<file path="config.mk">
export PLATFORM = sky130hd
export DESIGN_NAME = mux_share_arbiter
export DESIGN_NICKNAME = d
export VERILOG_FILES = /design/src/rtl/mux_share_arbiter.sv
export SDC_FILE = /design/constraint.sdc
export NUM_CORES = 1
export LEC_CHECK = 0
export CORE_ASPECT_RATIO = 0.75
export CORE_UTILIZATION = 50
export CTS_CLUSTER_DIAMETER = 150
export CTS_CLUSTER_SIZE = 8
export DETAILED_ROUTE_END_ITERATION = 12
export PLACE_DENSITY = 0.72
export SLEW_MARGIN = 15
export SYNTH_ARGS = -nofsm -noshare
export SYNTH_HDL_FRONTEND = slang
export SYNTH_SLANG_ARGS = --single-unit
</file>
<file path="constraint.sdc">
create_clock -name CLOCK_50 -period 3.4 [get_ports CLOCK_50]
set_input_delay 0.34 -clock CLOCK_50 [delete_from_list [all_inputs] [get_ports CLOCK_50]]
set_output_delay 0.34 -clock CLOCK_50 [all_outputs]
set_load 0.03 [all_outputs]
</file>
<file path="src/rtl/mux_share_arbiter.sv">
// Shares the 3-bit LEDR data channel between two switch requesters with a
// clocked grant FSM, a minimum grant tenure and round-robin/fixed-priority policy.
//
//   state | meaning
//   ------+-------------------------------------------------------------
//   IDLE  | no grant, LEDR data forced to 0
//   GNT_A | requester A owns the channel, LEDR[2:0] follows swS[2:0]
//   GNT_B | requester B owns the channel, LEDR[2:0] follows swS[5:3]
module mux_share_arbiter #(
  parameter int HOLD_CYCLES = 50_000_000
) (
  input  logic       CLOCK_50,
  input  logic [3:0] KEY,
  input  logic [9:0] SW,
  output logic [9:0] LEDR
);

  localparam int CW = $clog2(HOLD_CYCLES + 1);
  localparam logic [CW-1:0] CNT_LOAD = CW'(HOLD_CYCLES - 1);

  typedef enum logic [1:0] {
    IDLE  = 2'd0,
    GNT_A = 2'd1,
    GNT_B = 2'd2
  } state_t;

  logic          rst_n;
  logic [9:0]    sw_meta_q, sw_s_q;
  state_t        state_q, state_d;
  logic [CW-1:0] cnt_q, cnt_d;
  logic          ptr_q, ptr_d;
  logic [2:0]    m_q, m_d;
  logic          req_a, req_b, mode, expired;
  logic          unused_inputs;

  assign rst_n = KEY[0];
  assign unused_inputs = ^{KEY[3:1], sw_s_q[6]};

  assign req_a   = sw_s_q[7];
  assign req_b   = sw_s_q[8];
  assign mode    = sw_s_q[9];
  assign expired = (cnt_q == '0);

  always_comb begin
    state_d = state_q;
    ptr_d   = ptr_q;
    cnt_d   = expired ? cnt_q : cnt_q - CW'(1);

    unique case (state_q)
      IDLE: begin
        if (req_a && req_b)
          state_d = (mode || !ptr_q) ? GNT_A : GNT_B;
        else if (req_a)
          state_d = GNT_A;
        else if (req_b)
          state_d = GNT_B;
      end
      GNT_A: begin
        // In fixed-priority mode A keeps the channel while it still asks for it.
        if (expired) begin
          if (req_b && !(req_a && mode)) state_d = GNT_B;
          else if (!req_a)               state_d = IDLE;
        end
      end
      GNT_B: begin
        if (expired) begin
          if (req_a)       state_d = GNT_A;
          else if (!req_b) state_d = IDLE;
        end
      end
      default: state_d = IDLE;
    endcase

    if (state_d != state_q) begin
      if (state_d == GNT_A) begin
        cnt_d = CNT_LOAD;
        ptr_d = 1'b1;
      end else if (state_d == GNT_B) begin
        cnt_d = CNT_LOAD;
        ptr_d = 1'b0;
      end
    end

    unique case (state_d)
      GNT_A:   m_d = sw_s_q[2:0];
      GNT_B:   m_d = sw_s_q[5:3];
      default: m_d = 3'b000;
    endcase
  end

  always_ff @(posedge CLOCK_50 or negedge rst_n) begin
    if (!rst_n) begin
      sw_meta_q <= '0;
      sw_s_q    <= '0;
      state_q   <= IDLE;
      cnt_q     <= '0;
      ptr_q     <= 1'b0;
      m_q       <= 3'b000;
    end else begin
      sw_meta_q <= SW;
      sw_s_q    <= sw_meta_q;
      state_q   <= state_d;
      cnt_q     <= cnt_d;
      ptr_q     <= ptr_d;
      m_q       <= m_d;
    end
  end

  assign LEDR = {3'b000, ptr_q, (state_q != IDLE), (state_q == GNT_B),
                 (state_q == GNT_A), m_q};

endmodule

</file>
==> out/metrics.cfg, run 1 <==
[outcome]
outcome=finished, final reports clean

[place]
io_buffers=17
hpwl_um=3110
place_congestion=0.756
dpl_worst_slack_ns=0.164

[routing]
drt_wl_total_um=4600
drtAntennaViolNets=0
wire_per_inst_um=15.3
num_vias=1766
drtIter0Drc=121
viasPerCell=5.87
route.detailed.drc=0
drt_pass1_iterations=4

[critical_path]
max_stage_delay_ns=0.57
path_cells=or4_4 > nor3b_2 > nand3_1 > buf_4 > a22oi_1 > o22ai_1 > ha_1 > nor2_1 > a211oi_2 > buf_4 > or3_1
reg2reg_from=cnt_q[15]$_DFF_PN0_
worstReg2RegEnd=cnt_q[2]$_DFF_PN0_
cp_data_required_time_ns=3.59
r2r_cells=11
crit_end=cnt_q[2]$_DFF_PN0_
crit_top_cell=buf_4
cp-start-kind=flop
path_max_fanout=11
crit_path_end_kind=flop
critPathArrivalTime_ns=3.36
critical_path_class=flop to flop
reg2reg_slack_ns=0.23
cpMaxStageDelayCell=or4_4
crit_path_start=cnt_q[15]$_DFF_PN0_

[logic_synthesis]
synth.distinct_cells=51
synth-async-reset-ratio=1.00
synth_area_mm2=0.00237
yosysSeqAreaShare=0.529
avgSynthCellArea_um2=10.7
yosysWarnings=0
synth_flop_cell=dfrtp_1
ys_seq_elements=50
synth_cells=221
synth_edf_count=0

[global_routing]
grt_pass1_vias=1573
grt_antenna_before_repair=0
overflow=0
grt_pass1_wl_um=7650
grt_max_degree=51
grt_use_total=0.211

[run]
maxCapViolCount=0

[sta]
rsz0062_at_grt=false
final_hold_viol_count=0
fin_ws_ns=0.226
finalMaxSlewViolations=0
worst-slew-pin-transition_ns=0.586
clock_skew_ns=0.0102
fmax_mhz=315
final.setup.tns_ns=0
setup_viol=0
period_needed_ns=3.17
min_period_over_period=0.933
relSlewSlack=0.599

[clocking]
cts-root-buf=clkbuf_8
clk_latency_ns=0.31
cts_setup_buffers=0
cts_tree=yes
clock-sinks=50
clk_pin_slew_ns=0.09
cts_buffers=5
postCtsHoldBufs=0
cts_buffer_depth=2
htree_num_levels=2

[floorplan]
row_count=21
die_x_um=81.5
die_h_um=61.6
core_area_mm2=0.00449
pin_count=25
die_area_mm2=0.00502
start_util=0.527

[power]
seqPwrFrac=0.431
power.density_mw_per_mm2=747
clkPwrFrac=0.244
combPwrFrac=0.325
p_sw_frac=0.348
switchingPower_uw=718
internal_power_mw=1.35
p_leak_nw=1.05
p_total_mw=2.06
peakVddDrop_mv=0.391

[final_layout]
layout-drive-gt1-share=0.135
syn_to_final_growth_pct=16.7
layout_common_cells=dfrtp_1, clkdlybuf4s50_1, nor2_1
num_antenna_cells=0
final_net_count=262
final_common_cell=dfrtp_1

[worst_hold_path]
hold_class=input pin to async pin

## logic make-up after synthesis
| logic type | synth area share |
|---|---|
| simple gates | 0.236 |
| other cells | 0.00158 |
| compound gates | 0.156 |
| mux | 0.00423 |
| buf+inv | 0.0370 |
| flops | 0.529 |
| xor+xnor | 0.0148 |
| fa+ha+maj | 0.0211 |
## power groups by stage
stage | Combinational, mW | Sequential [mW] | Clock (mW)
final | 0.670 | 0.890 | 0.503
after CTS | 0.675 | 0.888 | 0.508
after detailed placement | 0.672 | 0.898 | 0
after floorplan | 0.466 | 0.881 | 0
after global placement | 0.653 | 0.892 | 0
after global routing | 0.750 | 0.914 | 0.537
## cell usage after synthesis, drive strengths merged, types with 2 or more instances
library cell   n  share of area
nor3b          2         0.0063
nor3           2         0.0063
xnor2          4          0.015
buf            8          0.021
o211ai         3         0.0095
o41ai          4          0.015
a21oi          7          0.015
o21ai          8          0.017
o31ai          7          0.022
nor2          15          0.024
a311oi         2         0.0074
ha             4          0.021
or4           12          0.041
a22oi          5          0.016
nor2b          5          0.013
nand2b         3         0.0079
nand3b         2         0.0063
a211o          2         0.0074
nor4           4          0.013
a2111oi        2          0.015
or3           14          0.039
and3           2         0.0053
clkbuf         7          0.011
inv            3         0.0048
and2           2         0.0053
dfrtp         50           0.53
nand3         14          0.030
or4b           2         0.0085
or2            4          0.011
nand2         10          0.016
## final cells by class
cell class / instances / area, um2
Inverter: 3 / 11.3
Clock inverter: 3 / 68.8
Clock buffer: 5 / 68.8
Tap cell: 57 / 71.3
Timing Repair Buffer: 28 / 250
Fill cell: 359 / 1730
Sequential cell: 50 / 1250
Multi-Input combinational cell: 155 / 1040
## worst max-delay path: cells and delay by family, from the launching register on
family | cells | cell delay, ns
and+or+nand+nor | 5 | 1.50
AOI/OAI and AO/OA | 3 | 0.45
DFF | 1 | 0.43
buffers and inverters | 2 | 0.41
adders and majority gates | 1 | 0.26
## per-layer routing
metal  share of wire  track usage  up-vias  wire length, um
li1                -            -      860                -
met1            0.50        0.311      852             2290
met2            0.43        0.302       48             1990
met3           0.055       0.0533        6              253
met4           0.012       0.0689        0               57
met5               0            0        -                0
## registers in the layout (all words and copies together), names as in the netlist
register / count
ptr_q: 1
cnt_q: 26
state_q: 2
m_q: 3
sw_meta_q: 9
sw_s_q: 9
## stage by stage
step | util | hold WS [ns] | std cells | instance area, um2
final | 0.615 | 0.0281 | 301 | 2760
after floorplan | - | 0.0444 | 223 | 2370
after CTS | 0.613 | 0.252 | 301 | 2760
after global placement | 0.583 | 0.332 | 293 | 2620
after detailed placement | 0.583 | 0.335 | 293 | 2620
after global routing | 0.615 | 0.0796 | 301 | 2760
## how the worst min path moves through the flow
stage                     endpoint  slack [ns]  depth (start not counted)
2_1_floorplan   cnt_q[0]$_DFF_PN0_        0.04                          0
3_3_place_gp   sw_s_q[3]$_DFF_PN0_        0.33                          0
3_5_place_dp   sw_s_q[3]$_DFF_PN0_        0.33                          0
4_1_cts        cnt_q[11]$_DFF_PN0_        0.25                          1
5_1_grt        sw_s_q[7]$_DFF_PN0_        0.08                          1
6_report       sw_s_q[7]$_DFF_PN0_        0.03                          1
## what timing repair did
| item | in CTS | in global routing |
|---|---|---|
| hold endpoints to repair | 0 | 0 |
| resized for setup | 0 | 1 |
| setup endpoints to repair | 0 | 1 |
(Power assumes the default switching activity.)
==> inputs of run 2 (changes only) <==
Settings changed: CORE_UTILIZATION 50 to 53, CTS_BUF_LIST set to sky130_fd_sc_hd__clkbuf_4, PLACE_DENSITY 0.72 to 0.75.
Clock period 3.4 ns to 2.8 ns, I/O delays scaled along.
==> run 2 against run 1 <==
  * The flow now finishes with violations (negative setup slack)
  * Sequential power increased by 22%
  * Highest routed layer unchanged
  * Sequential share of layout area decreased by 4.1 points
  * Cell area increased by 9.9%
  * Clock skew decreased by 0.00089 ns
==> out/metrics.cfg, run 2 (synthesis gave the netlist of run 1 again) <==
[routing]
drt_pass1_iterations=4
wire_per_inst_um=17.7
viasPerCell=6.06
drtIter0Drc=194
drt_wl_total_um=5740
drtAntennaViolNets=0
route.detailed.drc=0
num_vias=1963

[critical_path]
crit_path_start=cnt_q[15]$_DFF_PN0_
critPathArrivalTime_ns=3.09
cp-start-kind=flop
crit_path_end_kind=flop
critical_path_class=flop to flop
path_max_fanout=4
reg2reg_from=cnt_q[15]$_DFF_PN0_
cp_data_required_time_ns=3.07

[final_layout]
top_register=cnt_q
reg_top3=cnt_q x26, sw_meta_q x9, sw_s_q x9
syn_to_final_growth_pct=28.2
num_antenna_cells=0
largest_reg_flops=26
final_common_cell=dfrtp_1
final_net_count=287
layout-drive-gt1-share=0.253
stdcell_area_mm2=0.00304
layout_common_cells=dfrtp_1, buf_4, clkdlybuf4s50_1

[place]
hpwl_um=3820
dpl_worst_slack_ns=-0.0755
io_buffers=17
place_area_mm2=0.00282
place_congestion=0.832

[sta]
setup_viol=1
rsz0062_at_grt=true
fmax_mhz=356
fin_ws_ns=-0.0125
final_hold_viol_count=0
relSlewSlack=0.589
min_period_over_period=1.00
clock_skew_ns=0.00926
period_needed_ns=2.81
finalMaxSlewViolations=0
worst-slew-pin-transition_ns=0.616

[global_routing]
grt_antenna_before_repair=0
grt-busiest-layer=met2
met1_usage=0.350
grt_pass1_wl_um=9490
met2_usage=0.446
overflow=0
grt_pass1_vias=2007
grt_max_degree=51
grt_use_total=0.272
use_met3=0.0626

[worst_hold_path]
hp-start=SW[1]
hold_class=input pin to flop

[floorplan]
die_x_um=79.2
core_area_mm2=0.00415
start_util=0.570
row_count=20
die_h_um=59.9
die_area_mm2=0.00474
pin_count=25

[outcome]
outcome=finished with violations
violations=negative setup slack

[clocking]
clk_latency_ns=0.38
clk_pin_slew_ns=0.15
cts_buffer_depth=2
clock-sinks=50
cts_tree=yes
cts_buffers=5
htree_num_levels=2
cts-root-buf=clkbuf_4

[power]
peakVddDrop_mv=0.532
p_leak_nw=1.19
power.density_mw_per_mm2=879

[run]
maxCapViolCount=0

run 2: changes by cell type in the layout (fill, tap and decap cells not counted), moves of 2 or more:
cell        delta
a22oi_1        -2
buf_4         +22
clkbuf_4       +5
clkinvlp_4     +2
ha_1           -2
a22oi_2        +2
clkbuf_8       -5
ha_4           +2
run 2: worst paths after layout:
path | endpoint | slack [ns] | depth (start not counted)
setup / recovery | cnt_q[2]$_DFF_PN0_ | -0.01 | 10
max in group asynchronous | sw_meta_q[9]$_DFF_PN0_ | 1.95 | 2
hold reg to reg | sw_s_q[9]$_DFF_PN0_ | 0.36 | 0
hold / removal | sw_meta_q[1]$_DFF_PN0_ | 0.32 | 1
min in group asynchronous | cnt_q[20]$_DFF_PN0_ | 0.43 | 2
setup reg to reg | cnt_q[2]$_DFF_PN0_ | -0.01 | 10
run 2: stage by stage:
step	cells	TNS (ns)	power, mW	utilization	hold WS, ns
after CTS	323	-0.0457	2.61	0.721	0.105
final	324	-0.0125	2.67	0.731	0.317
after global placement	310	-0.0271	2.04	0.679	0.331
after detailed placement	310	-0.0755	2.11	0.679	0.335
after global routing	324	-1.18	2.82	0.731	0.305
after floorplan	223	-1.06	1.70	-	-0.0156
run 2: critical path, cell delays in order, from the launching register on:
cell and delay [ns]:
dfrtp_1 0.42, or4_4 0.54, nor3b_4 0.27, nand3_4 0.14, a2111oi_4 0.35, o21ba_4 0.21, ha_4 0.17, nor2_4 0.11
a211oi_4 0.05, buf_6 0.15, or3_1 0.29
run 2: power by group:
part / internal [mW] / total [mW] / switching [mW]
clock: 0.187 / 0.428 / 0.240
combinational: 0.572 / 1.15 / 0.579
sequential: 0.900 / 1.09 / 0.189
total: 1.66 / 2.67 / 1.01
run 2: cell type report:
| class | instances | area (um2) |
|---|---|---|
| inverters | 3 | 11.3 |
| clock inverters | 3 | 45.0 |
| multi-input cells | 155 | 1160 |
| well taps | 55 | 68.8 |
| clock buffers | 5 | 37.5 |
| repair buffers | 53 | 457 |
| fillers | 301 | 1120 |
| flip-flops and latches | 50 | 1250 |
run 2: repair_timing:
action,4_1_cts,5_1_grt
resized for setup,8,6
hold endpoints to repair,0,50
setup endpoints to repair,14,27
hold buffers,0,1
pin swaps,10,7
buffers inserted,5,0
run 2: routing by layer:
metal  vias to the layer above  wire length, um
met5                         -                0
met4                         0              140
met3                        17              390
met2                        78             2790
met1                       961             2420
li1                        907                -
